===== src/rtl/spi_master.sv =====
// SPI master (mode 0, MSB first) for framed command + data transactions.
// Each frame shifts out an N-bit word {cmd, data} while shifting N bits of
// miso into a receive register. The received word is published on
// rx_stat/rx_data together with a one-cycle done pulse when ncs rises.
//
// Handshake: start is accepted only in IDLE (busy=0). busy stays high from
// the accepting edge through the post-frame gap; start while busy is dropped.
module spi_master #(
    parameter int CLK_DIV = 4,
    parameter int CMD_W   = 8,
    parameter int DATA_W  = 32
) (
    input  logic              clk,
    input  logic              nrst,
    input  logic              start,
    input  logic [CMD_W-1:0]  tx_cmd,
    input  logic [DATA_W-1:0] tx_data,
    output logic              busy,
    output logic              done,
    output logic [CMD_W-1:0]  rx_stat,
    output logic [DATA_W-1:0] rx_data,
    output logic              sck,
    output logic              mosi,
    output logic              ncs,
    input  logic              miso
);

    localparam int N     = CMD_W + DATA_W;
    localparam int DIV_W = $clog2(CLK_DIV) + 1;
    localparam int BIT_W = $clog2(N) + 1;

    typedef enum logic [2:0] {
        IDLE,
        LOW,
        HIGH,
        HOLD,
        GAP
    } state_t;

    state_t             state;
    logic [DIV_W-1:0]   div_cnt;
    logic [BIT_W-1:0]   bit_cnt;
    logic [N-1:0]       tx_sr;
    logic [N-1:0]       rx_sr;
    logic               div_last;

    // Every non-idle phase lasts exactly CLK_DIV clk cycles.
    assign div_last = (div_cnt == DIV_W'(CLK_DIV - 1));

    // mosi is the MSB of the transmit register; clearing the register at the
    // end of the frame returns the line to 0 without a separate mosi flop.
    assign mosi = tx_sr[N-1];

    // Frame sequencer: owns all registered outputs and both shift registers.
    always_ff @(posedge clk) begin
        if (!nrst) begin
            state   <= IDLE;
            div_cnt <= '0;
            bit_cnt <= '0;
            tx_sr   <= '0;
            rx_sr   <= '0;
            busy    <= 1'b0;
            done    <= 1'b0;
            sck     <= 1'b0;
            ncs     <= 1'b1;
            rx_stat <= '0;
            rx_data <= '0;
        end else begin
            done <= 1'b0;
            case (state)
                IDLE: begin
                    if (start) begin
                        tx_sr   <= {tx_cmd, tx_data};
                        ncs     <= 1'b0;
                        busy    <= 1'b1;
                        div_cnt <= '0;
                        bit_cnt <= '0;
                        state   <= LOW;
                    end
                end
                LOW: begin
                    if (div_last) begin
                        div_cnt <= '0;
                        sck     <= 1'b1;
                        rx_sr   <= {rx_sr[N-2:0], miso};
                        state   <= HIGH;
                    end else begin
                        div_cnt <= div_cnt + 1'b1;
                    end
                end
                HIGH: begin
                    if (div_last) begin
                        div_cnt <= '0;
                        sck     <= 1'b0;
                        if (bit_cnt == BIT_W'(N - 1)) begin
                            state <= HOLD;
                        end else begin
                            bit_cnt <= bit_cnt + 1'b1;
                            tx_sr   <= tx_sr << 1;
                            state   <= LOW;
                        end
                    end else begin
                        div_cnt <= div_cnt + 1'b1;
                    end
                end
                HOLD: begin
                    if (div_last) begin
                        div_cnt <= '0;
                        ncs     <= 1'b1;
                        tx_sr   <= '0;
                        done    <= 1'b1;
                        rx_stat <= rx_sr[N-1:DATA_W];
                        rx_data <= rx_sr[DATA_W-1:0];
                        state   <= GAP;
                    end else begin
                        div_cnt <= div_cnt + 1'b1;
                    end
                end
                GAP: begin
                    if (div_last) begin
                        div_cnt <= '0;
                        busy    <= 1'b0;
                        state   <= IDLE;
                    end else begin
                        div_cnt <= div_cnt + 1'b1;
                    end
                end
                default: state <= IDLE;
            endcase
        end
    end

endmodule


===== config.mk =====
export PLATFORM = sky130hd
export DESIGN_NAME = spi_master
export DESIGN_NICKNAME = d
export VERILOG_FILES = /design/src/rtl/spi_master.sv
export SDC_FILE = /design/constraint.sdc
export NUM_CORES = 1
export LEC_CHECK = 0
export ABC_AREA = 0
export CORE_MARGIN = 3
export CORE_UTILIZATION = 49
export CTS_CLUSTER_SIZE = 8
export DETAILED_ROUTE_END_ITERATION = 6
export PLACE_DENSITY = 0.73
export SYNTH_ARGS = -nofsm -noshare
export SYNTH_HDL_FRONTEND = slang
export SYNTH_SLANG_ARGS = --single-unit

===== constraint.sdc =====
create_clock -name clk -period 1.95 [get_ports clk]
set_clock_uncertainty 0.05 [all_clocks]
set_input_delay 0.195 -clock clk [delete_from_list [all_inputs] [get_ports clk]]
set_output_delay 0.195 -clock clk [all_outputs]
set_load 0.05 [all_outputs]

; Yosys cells after proc, flatten, opt, wreduce, memory -nomap -nowiden
; Index checks and enable logic that the tools add are counted.
[totals]
output_inout_bits = 45
in_bits = 44
elab_cells = 70
reg_bits = 137
[op_classes]
muxes = 27
eq_ne = 12
add_sub_neg = 2
n_reduce_logical = 18
[op_table]
columns = operator, count
row1 = 2-to-1 mux 40 bit, 4
row2 = case mux 40 bit (3 select lines), 1
row3 = 2-to-1 mux 3 bit, 7
row4 = 2-to-1 mux 7 bit, 3
row5 = case mux 3 bit (5 select lines), 1
row6 = case mux 7 bit (2 select lines), 1
row7 = != test 2 bit (second input constant), 6
row8 = AND reduction 5 bit, 2
row9 = nonzero test 2 bit, 5
row10 = equality test 3 x 2 -> 1 bit (second input constant), 3
row11 = AND reduction 3 bit, 3
row12 = AND reduction 2 bit, 4
row13 = adder 7 x 1 -> 7 bit (second input constant), 1
row14 = equality test 7 x 6 -> 1 bit (second input constant), 1
row15 = case mux 1 bit (2 select lines), 3
row16 = case mux 3 bit (2 select lines), 1
row17 = 2-to-1 mux 1 bit, 5
row18 = AND reduction 4 bit, 1
row19 = OR reduction 4 bit, 1
row20 = adder 3 x 1 -> 3 bit (second input constant), 1
row21 = equality test 3 x 1 -> 1 bit (second input constant), 1
row22 = equality test 3 bit (second input constant), 1
row23 = logical NOT 3 bit, 1
row24 = nonzero test 3 bit, 1
row25 = 2-to-1 mux 2 bit, 1

; Logic depth before layout (Yosys ltp)
; Gate-level depths: netlist of the first run.
[logic_depth]
word_depth = 4
ltp_mapped = 8
depth_no_buf = 5

; Least setup slack after synthesis of the first run
; OpenSTA, ideal clock, no wires.
[synth_timing]
path_type = reg2reg
start = register bit_cnt[3]
end = register tx_sr[30]
synth_period_minus_slack_ns = 2.022
setup_ns = 0.116
required_time_ns = 1.784
path_buffers = 2
slack_ns = -0.072
arrival_ns = 1.856
stages_incl_launch_ff = 7
cell_sequence = dfxtp_1 > or4b_4 > o311a_4 > or2_1 > buf_6 > buf_12 > o211a_1
[synth_between]
elab_chain_len = 3
[synth_lines]
columns = item, line
row1 = from (decl), 42  ; logic [BIT_W-1:0] bit_cnt;
row2 = from (signal assigned), 98  ; bit_cnt <= bit_cnt + 1'b1;
row3 = equality test 7 x 6 -> 1 bit, 95  ; if (bit_cnt == BIT_W'(N - 1)) begin
row4 = != test 2 bit (no line), n/a
row5 = AND reduction 5 bit (no line), n/a
row6 = to (signal assigned), 73  ; tx_sr <= {tx_cmd, tx_data};
row7 = to (signal assigned), 99  ; tx_sr <= tx_sr << 1;
row8 = to (decl), 43  ; logic [N-1:0] tx_sr;
; No other way between the ends.
; A chain may end at the register's enable or synchronous reset.

; Worst setup path after layout of the first run
[layout_timing]
start = register bit_cnt[6]
end = register tx_sr[3]
; Same word-level chain as after synthesis.

==> results of run 1 <==
==> layout make-up <==
class	count	share of cell area
Clock buffer	17	0.0568
Clock inverter	15	0.0175
Inverter	8	0.00401
Multi-Input combinational cell	480	0.376
Sequential cell	137	0.367
Tap cell	143	0.0239
Timing Repair Buffer	111	0.155
==> kinds of logic (layout without fill, tap and decap cells) <==
family	after synthesis	after routing	synth area share
mux	10	10	0.0171
flops	137	137	0.470
fa+ha+maj	2	2	0.00429
xor+xnor	1	1	0.00150
simple gates	255	255	0.196
buf+inv	68	151	0.0516
compound gates	212	212	0.259
==> synthesized netlist by cell type, drive strengths merged, types with 4 or more instances <==
library cell,instances
nand2,178
dfxtp,137
a21boi,82
clkbuf,54
o21ai,43
nor2b,40
a21oi,34
o211a,33
mux2i,10
inv,8
o211ai,7
buf,6
nand3,6
nor2,6
nor3,4
or2,4
==> metrics by stage <==
stage                     area [um2]  total power (W)
after floorplan                 5840          0.00324
after global placement          6890          0.00337
after detailed placement        6890          0.00338
after CTS                       7480          0.00638
after global routing            7490          0.00657
final                           7490          0.00633
==> flip-flops by register name, indices dropped and copies added (netlist names), 3 cells and up <==
name / flops
tx_sr: 40
rx_sr: 40
rx_data: 32
div_cnt: 3
bit_cnt: 7
state: 3
rx_stat: 8
==> layer usage <==
metal  up-vias  wire (um)
li1       2477          -
met1      2305       5840
met2       100       6040
met3        16        581
met4         0        158
met5         -          0
==> timing repair <==
item | 4_1_cts | 5_1_grt
endpoints found under the setup margin | 36 | 49
gates cloned | 1 | 0
hold buffers | 0 | 0
gates resized for setup | 3 | 2
pin swaps | 0 | 1
==> worst max-delay path, delay by kind of cell, from the launching register on <==
family	cells	cell delay [ns]
compound gates	2	0.53
simple gates	2	0.81
flops	1	0.32
buf+inv	1	0.17
==> path summary, 6_finish.rpt <==
check | end | slack (ns) | cells after the start
max reg2reg | tx_sr[3] | -0.04 | 5
min reg2reg | rx_stat[7] | 0.40 | 2
max | tx_sr[3] | -0.04 | 5
min | tx_sr[38] | 0.14 | 3
==> report_power, final <==
part / internal [W] / switching, W
logic: 0.000231 / 0.000187
registers: 0.00287 / 0.0000444
clock network: 0.00167 / 0.00133
==> flow_summary_export.csv, run 1 <==
group,metric,value,unit
yosys,postSynthCellCount,685,
yosys,synth_nets,731,
timing,fin_ws,-0.0373,ns
layout,diodes,0,
yosys,synth.distinct_cells,41,
placed_design,post-dp-hpwl,7.88,mm
run_status,violations,"setup timing",
timing,slew_headroom,0.654,
layout,mostFrequentLayoutCells,"178 x nand2_1, 134 x dfxtp_1, 87 x clkdlybuf4s50_1",
yosys,yosysSeqAreaShare,0.470,
clock_tree,clock-sinks,137,
floorplanning,core_area,11500,um2
timing,min_period,1.99,ns
worst_setup_path,required,2.20,ns
hold_path,hold_class,"input port to flip-flop",
placed_design,dp.cells,878,
global_routing,grt.met3_usage,0.0511,
timing,period_share,1.02,
layout,final_common_cell,"nand2_1",
yosys,yosys_warnings,0,
yosys,yosys.area.top_type_share,0.470,
global_routing,grt.overflow.total,0,
global_routing,grt_pass1_vias,4717,
layout,final_cells,911,
yosys,yosys-top-cells-area,"dfxtp_1 47%, nand2_1 11%, a21boi_0 8.6%",
yosys,syn_avg_cell_area,8.52,um2
worst_setup_path,critPathArrivalTime,2.24,ns
worst_setup_path,timing.rr.start,"bit_cnt[6]",
clock_tree,numCtsBuffers,17,
worst_setup_path,crit_type,"flip-flop to flip-flop",
timing,timing.fmax,503,MHz
run,drv_cap,0,
layout,multi_input_area,2820,um2
floorplanning,rows,39,
yosys,synth_area,5840,um2
worst_setup_path,cp-end-kind,"flip-flop",
yosys,yosysTopAreaCell,"dfxtp_1",
drt,vias,4898,
drt,ant_nets,0,
layout,area.sequential,2750,um2
worst_setup_path,crit_path_start,"bit_cnt[6]",
floorplanning,design.die.area,13300,um2
placed_design,place_congestion,0.760,
clock_tree,cts_root_buffer,"clkbuf_16",
global_routing,antenna_found_initial,0,
worst_setup_path,cp_max_fo,20,
floorplanning,die_h,115,um
floorplanning,boundaryPins,89,
global_routing,grt_busiest_layer,"met2",
worst_setup_path,cp_slowest_stage_delay,0.54,ns
timing,setup_viol,32,
layout,fin_util,0.650,
clock_tree,clk_pin_slew,0.06,ns
yosys,ys_ff_latch,137,
clock_tree,cts_buffer_depth,2,
floorplanning,die_x,115,um
yosys,async_flop_share,0,
global_routing,use_met1,0.262,
timing,rsz0062_at_grt,"true",
layout,areaGrowthSynthToFinish,28.3,%
pwr,max-vdd-ir-drop,0.000549,V
placed_design,dp_slack,-0.0572,ns
drt,vias_per_cell,5.38,
timing,tns,-0.775,ns
global_routing,grt.met2_usage,0.322,
clock_tree,cts.htree.levels,4,
global_routing,grt_pass1_wl,21.8,mm
floorplanning,start_util,0.507,
clock_tree,cts_tree,"built",
timing,worst_slew_pin_slew,0.517,ns
run_status,status,"finished, violations left",
clock_tree,postCtsSetupBuffers,0,
global_routing,grt_max_degree,126,
yosys,synth_ff_type,"dfxtp_1",
drt,drc,0,
drt,wl,12.6,mm
timing,slew_violations,0,
drt,drtIter0Drc,451,
pwr,power_density,846,nW/um2
placed_design,io_buffers,88,
worst_setup_path,startpoint_type,"flip-flop",
worst_setup_path,slowest_stage,"or4b_4",
worst_setup_path,path_cells,"or4b_4, o311a_4, or2_4, buf_12, o211a_1",
hold_path,min-delay-start,"nrst",
clock_tree,insertion_delay,0.42,ns
pwr,p_leak,2.88,nW
global_routing,grt_use_total,0.201,
timing,hold_slack,0.137,ns
layout,layout-drive-gt1-share,0.0938,
layout,nNetsFinal,801,
drt,avgRoutedWirePerCell,13.8,um
yosys,synth_edf_count,0,
layout,n_fill_cell,940,
drt,firstDrtPassIters,4,
timing,hold_violations,0,
(Power assumes the default switching activity.)
==> inputs of run 2 (changes only) <==
--- a/config.mk
+++ b/config.mk
@@ -7,10 +7,11 @@
 export LEC_CHECK = 0
 export ABC_AREA = 0
 export CORE_MARGIN = 3
-export CORE_UTILIZATION = 49
+export CORE_UTILIZATION = 50
 export CTS_CLUSTER_SIZE = 8
 export DETAILED_ROUTE_END_ITERATION = 6
-export PLACE_DENSITY = 0.73
+export DONT_BUFFER_PORTS = 1
+export PLACE_DENSITY = 0.65
 export SYNTH_ARGS = -nofsm -noshare
 export SYNTH_HDL_FRONTEND = slang
 export SYNTH_SLANG_ARGS = --single-unit
==> flow_summary_export.csv, run 2 (same netlist as run 1, synthesis figures left out) <==
group,metric,value,unit
worst_setup_path,required,2.20,ns
floorplanning,core_area,11100,um2
clock_tree,postCtsSetupBuffers,0,
layout,fin_util,0.617,
clock_tree,cts_buffer_depth,2,
floorplanning,start_util,0.525,
floorplanning,design.die.area,13000,um2
layout,nNetsFinal,737,
placed_design,place_congestion,0.782,
worst_setup_path,crit_family,"simple AND/OR/NAND/NOR gates",
hold_path,hold_class,"input port to flip-flop",
drt,vias,4632,
clock_tree,clock-sinks,137,
clock_tree,cts.htree.levels,4,
timing,slew_headroom,0.631,
layout,fin_area,6860,um2
placed_design,io_buffers,0,
layout,top_regs,"rx_sr: 40 flops, tx_sr: 40 flops, rx_data: 32 flops",
worst_setup_path,cp_num_buf_inv,1,
floorplanning,rows,38,
layout,layout-drive-gt1-share,0.0952,
worst_setup_path,slowest_stage,"or4b_4",
pwr,max-vdd-ir-drop,0.000701,V
hold_path,holdPathStages,1,
layout,areaGrowthSynthToFinish,17.5,%
worst_setup_path,critPathArrivalTime,2.24,ns
drt,avgRoutedWirePerCell,15.0,um
drt,drtIter0Drc,327,
clock_tree,numCtsBuffers,17,
drt,wl,12.7,mm
worst_setup_path,cp_max_fo,20,
floorplanning,die_h,114,um
global_routing,grt_max_degree,152,
timing,tns,-0.669,ns
global_routing,grt_use_total,0.205,
global_routing,antenna_found_initial,1,
placed_design,post-dp-hpwl,7.57,mm
timing,min_period,1.99,ns
timing,hold_slack,-0.162,ns
clock_tree,insertion_delay,0.41,ns
pwr,p_leak,2.64,nW
run_status,violations,"hold timing, setup timing",
global_routing,grt_pass1_wl,21.7,mm
global_routing,grt.overflow.total,0,
run_status,status,"finished, violations left",
worst_setup_path,timing.rr.start,"bit_cnt[6]",
drt,vias_per_cell,5.48,
floorplanning,die_x,114,um
placed_design,placed_cell_area,6000,um2
worst_setup_path,crit_type,"flip-flop to flip-flop",
drt,drc,0,
hold_path,min_to,"ncs",
layout,mostFrequentLayoutCells,"178 x nand2_1, 134 x dfxtp_1, 67 x a21boi_0",
timing,timing.fmax,502,MHz
timing,worst_slew_pin_slew,0.553,ns
global_routing,grt_pass1_vias,4522,
clock_tree,cts_tree,"built",
worst_setup_path,cp_slowest_stage_delay,0.54,ns
timing,hold_violations,63,
clock_tree,cts_root_buffer,"clkbuf_16",
run,drv_cap,0,
timing,slew_violations,0,
timing,fin_ws,-0.0434,ns
pwr,power_density,949,nW/um2
worst_setup_path,r2r-end,"tx_sr[23]",
drt,ant_nets,0,
layout,final_common_cell,"nand2_1",
worst_setup_path,ff2ff_path_depth,5,
worst_setup_path,rrSetupSlack,-0.04,ns
hold_path,min-delay-start,"nrst",
worst_setup_path,path_cells,"or4b_4, o311a_4, or2_4, buf_12, o211a_1",
worst_setup_path,cp-end-kind,"flip-flop",
timing,period_share,1.02,
clock_tree,ctsHoldBuffers,22,
clock_tree,clk_pin_slew,0.05,ns
drt,firstDrtPassIters,5,
timing,setup_viol,32,
timing,rsz0062_at_grt,"true",
worst_setup_path,startpoint_type,"flip-flop",
floorplanning,boundaryPins,89,
run 2: changes by cell type in the layout (fill, tap and decap cells not counted), moves of 2 or more:
| cell | before | now |
|---|---|---|
| clkdlybuf4s50_1 | 87 | 0 |
| dlygate4sd3_1 | 0 | 22 |
| inv_6 | 7 | 0 |
| clkbuf_1 | 0 | 5 |
| clkbuf_8 | 0 | 4 |
| buf_4 | 16 | 19 |
| bufinv_16 | 0 | 3 |
| clkinvlp_4 | 4 | 1 |
| buf_12 | 7 | 5 |
| inv_8 | 2 | 0 |
run 2: worst max-delay path by stage:
stage                from         to  slack, ns  cells after the start
3_5_place_dp   bit_cnt[6]   tx_sr[9]      -0.05                      5
2_1_floorplan  bit_cnt[6]  tx_sr[30]      -0.06                      6
4_1_cts        bit_cnt[6]  tx_sr[23]      -0.04                      5
6_report       bit_cnt[6]  tx_sr[23]      -0.04                      5
3_3_place_gp   bit_cnt[6]  tx_sr[30]      -0.01                      5
5_1_grt        bit_cnt[6]  tx_sr[21]      -0.08                      5
run 2: routing by layer:
metal,global-route usage,share of wire
met1,0.264,0.47
met2,0.325,0.46
met3,0.0603,0.055
met4,0.0823,0.013
met5,0,0
run 2: what timing repair did:
action	in CTS	in global routing
hold endpoints to repair	137	124
setup endpoints to repair	32	37
resized for setup	2	0
gates cloned	1	0
run 2: metrics by stage:
| stage | cells | power (W) | hold slack (ns) | setup slack, ns |
|---|---|---|---|---|
| floorplan | 685 | 0.00324 | 0.290 | -0.0644 |
| global route | 845 | 0.00676 | -0.185 | -0.0847 |
| finish | 845 | 0.00651 | -0.162 | -0.0434 |
| detailed placement | 789 | 0.00325 | 0.247 | -0.0519 |
| CTS | 844 | 0.00658 | -0.200 | -0.0438 |
| global placement | 789 | 0.00324 | 0.235 | -0.0141 |
run 2: final cells by class:
type,instances,area [um2]
fill,988,4270
clock buffer,26,499
clock inverter,6,111
antenna,1,2.50
inverter,8,30.0
sequential,137,2750
multi-input combinational,480,2810
timing repair buffer,47,490
tap,140,175
run 2: where the power goes:
| part | internal [W] | switching (W) |
|---|---|---|
| registers | 0.00288 | 0.0000619 |
| logic | 0.000171 | 0.000124 |
| clock network | 0.00215 | 0.00113 |
| total | 0.00520 | 0.00132 |
